<file path="src/rtl/sha256_round_core.sv">
// Purpose : SHA-256 compression of one 512-bit block, one round per clock.
// Latency : start accepted at edge E0, done pulses in the cycle after E(ROUNDS) (64 cycles).
// Backpr. : none; start is ignored while busy, outputs hold until the next load or reset.
//
// Ports:
//   clk, rst_n      - rising-edge clock, synchronous active-low reset
//   start           - load request, honoured only when busy=0
//   msg_in[511:0]   - message block, word 0 in msg_in[511:480]
//   h_in[255:0]     - chaining input, a in h_in[255:224] ... h in h_in[31:0]
//   busy            - rounds in progress
//   done            - one-cycle pulse, a_out..h_out hold the final round values
//   a_out..h_out    - working variables a..h (live every cycle)
module sha256_round_core #(
    parameter int ROUNDS = 64
) (
    input  logic         clk,
    input  logic         rst_n,
    input  logic         start,
    input  logic [511:0] msg_in,
    input  logic [255:0] h_in,
    output logic         busy,
    output logic         done,
    output logic [31:0]  a_out,
    output logic [31:0]  b_out,
    output logic [31:0]  c_out,
    output logic [31:0]  d_out,
    output logic [31:0]  e_out,
    output logic [31:0]  f_out,
    output logic [31:0]  g_out,
    output logic [31:0]  h_out
);

    // Round constant ROM, entry 0 first.
    localparam logic [0:63][31:0] K_TAB = {
        32'h428a2f98, 32'h71374491, 32'hb5c0fbcf, 32'he9b5dba5,
        32'h3956c25b, 32'h59f111f1, 32'h923f82a4, 32'hab1c5ed5,
        32'hd807aa98, 32'h12835b01, 32'h243185be, 32'h550c7dc3,
        32'h72be5d74, 32'h80deb1fe, 32'h9bdc06a7, 32'hc19bf174,
        32'he49b69c1, 32'hefbe4786, 32'h0fc19dc6, 32'h240ca1cc,
        32'h2de92c6f, 32'h4a7484aa, 32'h5cb0a9dc, 32'h76f988da,
        32'h983e5152, 32'ha831c66d, 32'hb00327c8, 32'hbf597fc7,
        32'hc6e00bf3, 32'hd5a79147, 32'h06ca6351, 32'h14292967,
        32'h27b70a85, 32'h2e1b2138, 32'h4d2c6dfc, 32'h53380d13,
        32'h650a7354, 32'h766a0abb, 32'h81c2c92e, 32'h92722c85,
        32'ha2bfe8a1, 32'ha81a664b, 32'hc24b8b70, 32'hc76c51a3,
        32'hd192e819, 32'hd6990624, 32'hf40e3585, 32'h106aa070,
        32'h19a4c116, 32'h1e376c08, 32'h2748774c, 32'h34b0bcb5,
        32'h391c0cb3, 32'h4ed8aa4a, 32'h5b9cca4f, 32'h682e6ff3,
        32'h748f82ee, 32'h78a5636f, 32'h84c87814, 32'h8cc70208,
        32'h90befffa, 32'ha4506ceb, 32'hbef9a3f7, 32'hc67178f2
    };

    localparam logic [5:0] LAST_T = 6'(ROUNDS - 1);

    function automatic logic [31:0] rotr(input logic [31:0] x, input int n);
        return (x >> n) | (x << (32 - n));
    endfunction

    function automatic logic [31:0] big_sig0(input logic [31:0] x);
        return rotr(x, 2) ^ rotr(x, 13) ^ rotr(x, 22);
    endfunction

    function automatic logic [31:0] big_sig1(input logic [31:0] x);
        return rotr(x, 6) ^ rotr(x, 11) ^ rotr(x, 25);
    endfunction

    function automatic logic [31:0] small_sig0(input logic [31:0] x);
        return rotr(x, 7) ^ rotr(x, 18) ^ (x >> 3);
    endfunction

    function automatic logic [31:0] small_sig1(input logic [31:0] x);
        return rotr(x, 17) ^ rotr(x, 19) ^ (x >> 10);
    endfunction

    logic [5:0]  t;
    logic [31:0] w [16];   // schedule window; slot 0 is W[t]

    logic [31:0] k_t;
    logic [31:0] ch;
    logic [31:0] maj;
    logic [31:0] t1;
    logic [31:0] t2;
    logic [31:0] w_next;

    always_comb begin
        k_t    = K_TAB[t];
        ch     = (e_out & f_out) ^ (~e_out & g_out);
        maj    = (a_out & b_out) ^ (a_out & c_out) ^ (b_out & c_out);
        t1     = h_out + big_sig1(e_out) + ch + k_t + w[0];
        t2     = big_sig0(a_out) + maj;
        // Computed every round; only consumed once it reaches slot 0 (t >= 16).
        w_next = small_sig1(w[14]) + w[9] + small_sig0(w[1]) + w[0];
    end

    always_ff @(posedge clk) begin
        if (!rst_n) begin
            busy  <= 1'b0;
            done  <= 1'b0;
            t     <= '0;
            a_out <= '0;
            b_out <= '0;
            c_out <= '0;
            d_out <= '0;
            e_out <= '0;
            f_out <= '0;
            g_out <= '0;
            h_out <= '0;
            for (int i = 0; i < 16; i++) begin
                w[i] <= '0;
            end
        end else begin
            done <= 1'b0;
            if (!busy) begin
                if (start) begin
                    a_out <= h_in[255:224];
                    b_out <= h_in[223:192];
                    c_out <= h_in[191:160];
                    d_out <= h_in[159:128];
                    e_out <= h_in[127:96];
                    f_out <= h_in[95:64];
                    g_out <= h_in[63:32];
                    h_out <= h_in[31:0];
                    for (int i = 0; i < 16; i++) begin
                        w[i] <= msg_in[511 - 32*i -: 32];
                    end
                    t    <= '0;
                    busy <= 1'b1;
                end
            end else begin
                h_out <= g_out;
                g_out <= f_out;
                f_out <= e_out;
                e_out <= d_out + t1;
                d_out <= c_out;
                c_out <= b_out;
                b_out <= a_out;
                a_out <= t1 + t2;
                for (int i = 0; i < 15; i++) begin
                    w[i] <= w[i+1];
                end
                w[15] <= w_next;
                if (t == LAST_T) begin
                    busy <= 1'b0;
                    done <= 1'b1;
                    t    <= '0;
                end else begin
                    t <= t + 6'd1;
                end
            end
        end
    end

endmodule

</file>
<file path="config.mk">
export PLATFORM = sky130hd
export DESIGN_NAME = sha256_round_core
export DESIGN_NICKNAME = d
export VERILOG_FILES = /design/src/rtl/sha256_round_core.sv
export SDC_FILE = /design/constraint.sdc
export NUM_CORES = 2
export LEC_CHECK = 0
export CAP_MARGIN = 20
export CORE_AREA = 2 2 405 407
export CTS_CLUSTER_SIZE = 14
export DETAILED_ROUTE_END_ITERATION = 7
export DIE_AREA = 0 0 407 409
export GPL_TIMING_DRIVEN = 0
export MAX_ROUTING_LAYER = met4
export SYNTH_ARGS = -nofsm -noshare
export SYNTH_HDL_FRONTEND = slang
export SYNTH_SLANG_ARGS = --single-unit
export TNS_END_PERCENT = 5
</file>
<file path="constraint.sdc">
create_clock -name clk -period 10.1 [get_ports clk]
set_input_delay 3.03 -clock clk [delete_from_list [all_inputs] [get_ports clk]]
set_output_delay 3.03 -clock clk [all_outputs]
set_load 0.03 [all_outputs]
</file>
==> run metrics <==
final net count=7096; Iteration-0 DRC Markers=approximately 4200; Routed WL=between 200 and 300 mm; P&R area growth vs syn=32.9%; port buffer count=1027; Initial Utilization=0.314; CP top delay family=adder cells; Seq/Total Area, Yosys=0.406; CTS clk-pin slew, worst paths=60 ps; CP arrival=approximately 10000 ps; YS warnings=0; Fin Hold WS=approximately 550 ps; Cell variety after synth=75; Worst-Skew Late Latency=740 ps; routed length per instance=33.2 µm; Core Area=roughly 0.16 mm²; number of routed nets with antenna violations=0; # IOs=between 1000 and 1500; status=completed; post-synth net total=between 5000 and 6000; Crit path required time=10650 ps; CTS Buffer Depth=3; fill cell count=between 15000 and 20000; DRC=0; Crit path top cell by count=inv_1; share of cells above drive strength 1=0.0465; vias in the first global route=45000; HP Class=reg2reg; clock root buffer master=clkbuf_16; fmax=0.102 GHz; mean area per synthesized cell=between 10 and 15 µm²; total grt overflow=0; Core Util, Final=0.418; Crit path largest cell delay=between 600 and 700 ps; ranking of synthesized cells by area=edfxtp_1, dfxtp_1, mux2i_1; kind of critical path=reg2reg; register bit total from synthesis=776; initial antenna violation count=75; GP Congestion=~1.1; Site Rows=around 150; ys async rst share=0; dpl cell area=0.0643 mm²; hpwl dp=roughly 230 mm; Max stage delay cell, worst path=dfxtp_1; detailed-route via count=between 40000 and 50000; # clock sinks=776; Tcrit/Tclk final=0.975; Setup Fix Bufs, Post-CTS=0; Final Hold Viols=0; Final Skew=between 40 and 50 ps; TritonCTS clock tree=built; Bufs and invs on worst path=8; top cell type's share of synthesized area=0.302; first-pass GRT wire length=about 370 mm; chip width=407 µm; GR Util All Layers=0.330; max_cap viols=0; Die Y=between 400 and 500 µm; EDFF count, synth=between 500 and 600; htree depth=3; Synth area leader=edfxtp_1; Syn Inst Count=4851; largest net degree at the start of global routing=about 120; Setup crit start kind=register; Final Instance Area=~0.068 mm²; most common flop cell mapped by yosys=edfxtp_1; DR vias/cell=~5.5; Die ar.=0.166 mm²; CP endpoint kind=register; crit-path max FO=10; CTS buffer count=between 90 and 100; unrepaired setup endpoints after global routing=no; Syn Std Cell Area=0.0509 mm²; setup TNS=0 ps; Slew HR=0.190; final setup violation count=0; crit path time final=about 9800 ps; final slew viol count=0; worst slew pin tran=1210 ps; TritonRoute pass-1 iters=5
==> state kept, by name, summed over array words and instances, names as in the netlist <==
register,flops
h_out,32
b_out,32
w,512
t,6
c_out,32
busy,1
e_out,32
done,1
d_out,32
g_out,32
f_out,32
a_out,32
==> cells in the final DEF (no fill, tap or decap), types with 94 or more instances in the layout <==
| cell | netlist | layout |
|---|---|---|
| edfxtp_1 | 512 | 512 |
| dfxtp_1 | 264 | 262 |
| ha_1 | 145 | 142 |
| fa_1 | 187 | 187 |
| a22o_1 | 100 | 100 |
| nor2_1 | 112 | 110 |
| nor2b_1 | 425 | 425 |
| o211a_1 | 218 | 218 |
| inv_1 | 259 | 256 |
| clkbuf_1 | 337 | 327 |
| nand2_1 | 360 | 360 |
| clkdlybuf4s50_1 | 0 | 1027 |
| a21oi_1 | 184 | 182 |
| a22oi_1 | 228 | 228 |
| xor2_1 | 119 | 118 |
| xnor2_1 | 242 | 242 |
| mux2i_1 | 416 | 416 |
| clkbuf_16 | 0 | 94 |
| o21ai_0 | 186 | 182 |
==> per-stage QoR <==
step | std cells | setup WS, ps
2_1_floorplan | 4851 | 1310
3_3_place_gp | 8053 | -2600
3_5_place_dp | 8074 | -1650
4_1_cts | 8240 | 17.2
5_1_grt | 8299 | 28.1
6_report | 8311 | 254
==> cell families (layout without fill, tap and decap cells) <==
kind of cell	after synthesis	in the layout	synth area share
compound gates	1218	1218	0.176
xor+xnor	361	361	0.0621
fa+ha+maj	334	334	0.110
buf+inv	644	1860	0.0475
flops	776	776	0.406
mux	462	462	0.0935
other cells	0	69	0
simple gates	1056	1056	0.106
==> synthesized netlist by cell type, types with 35 or more instances <==
cell type	instances
o211a_1	218
a22oi_1	228
edfxtp_1	512
dfxtp_1	264
nand2_1	360
a21o_1	88
mux2_2	39
a22o_1	100
buf_1	43
fa_1	187
ha_1	145
xnor2_1	242
a21oi_1	184
nor3_1	35
o21ai_0	186
clkbuf_1	337
xor2_1	119
nor2_1	112
mux2i_1	416
nor2b_1	425
inv_1	259
==> cell type report <==
class | instances | area (µm²) | share of cell area
diodes | 69 | 173 | 0.00255
repair buffers | 1050 | 10700 | 0.158
flip-flops and latches | 776 | 20700 | 0.305
plain buffers | 379 | 1470 | 0.0218
clock buffers | 113 | 2480 | 0.0367
inverters | 261 | 1000 | 0.0148
well taps | 2175 | 2720 | 0.0402
clock inverters | 57 | 609 | 0.00900
multi-input cells | 3431 | 27900 | 0.412
==> worst reg2reg max path, delay by kind of cell, from the launching register on <==
| kind | cells | cell delay [ps] |
|---|---|---|
| multiplexers | 1 | 530 |
| AO/OA/AOI/OAI | 12 | 2520 |
| adder cells (fa/ha/maj) | 7 | 2990 |
| AND/OR/NAND/NOR | 3 | 820 |
| flip-flops | 1 | 630 |
| XOR/XNOR | 3 | 730 |
| buffers and inverters | 8 | 1440 |
==> timing repair <==
item                       4_1_cts  5_1_grt
setup endpoints to repair       41       13
hold buffers                     0        0
resized for setup               26       34
==> layer usage <==
layer  wire length, µm  share of wire  vias to the layer above  global-route usage
met2            130000           0.47                     2330               0.530
met1            103000           0.37                    22600               0.370
met5                 0              0                        -                   -
li1                  -              -                    19800                   -
met4             18200          0.066                        0               0.193
met3             24500          0.089                      596              0.0820
==> final timing paths <==
path	start	endpoint	slack, ps	depth (start not counted)
worst max-delay path	t[2]$_SDFFE_PN0P_	a_out[31]$_SDFFE_PN0P_	250	34
worst max register to register	t[2]$_SDFFE_PN0P_	a_out[31]$_SDFFE_PN0P_	250	34
worst min register to register	w[0][332]$_DFFE_PP_	w[0][300]$_DFFE_PP_	550	1
worst min-delay path	w[0][332]$_DFFE_PP_	w[0][300]$_DFFE_PP_	550	1
Power is not shown: default switching activity piles up to over one toggle a cycle in this logic, so the estimate is an artifact.
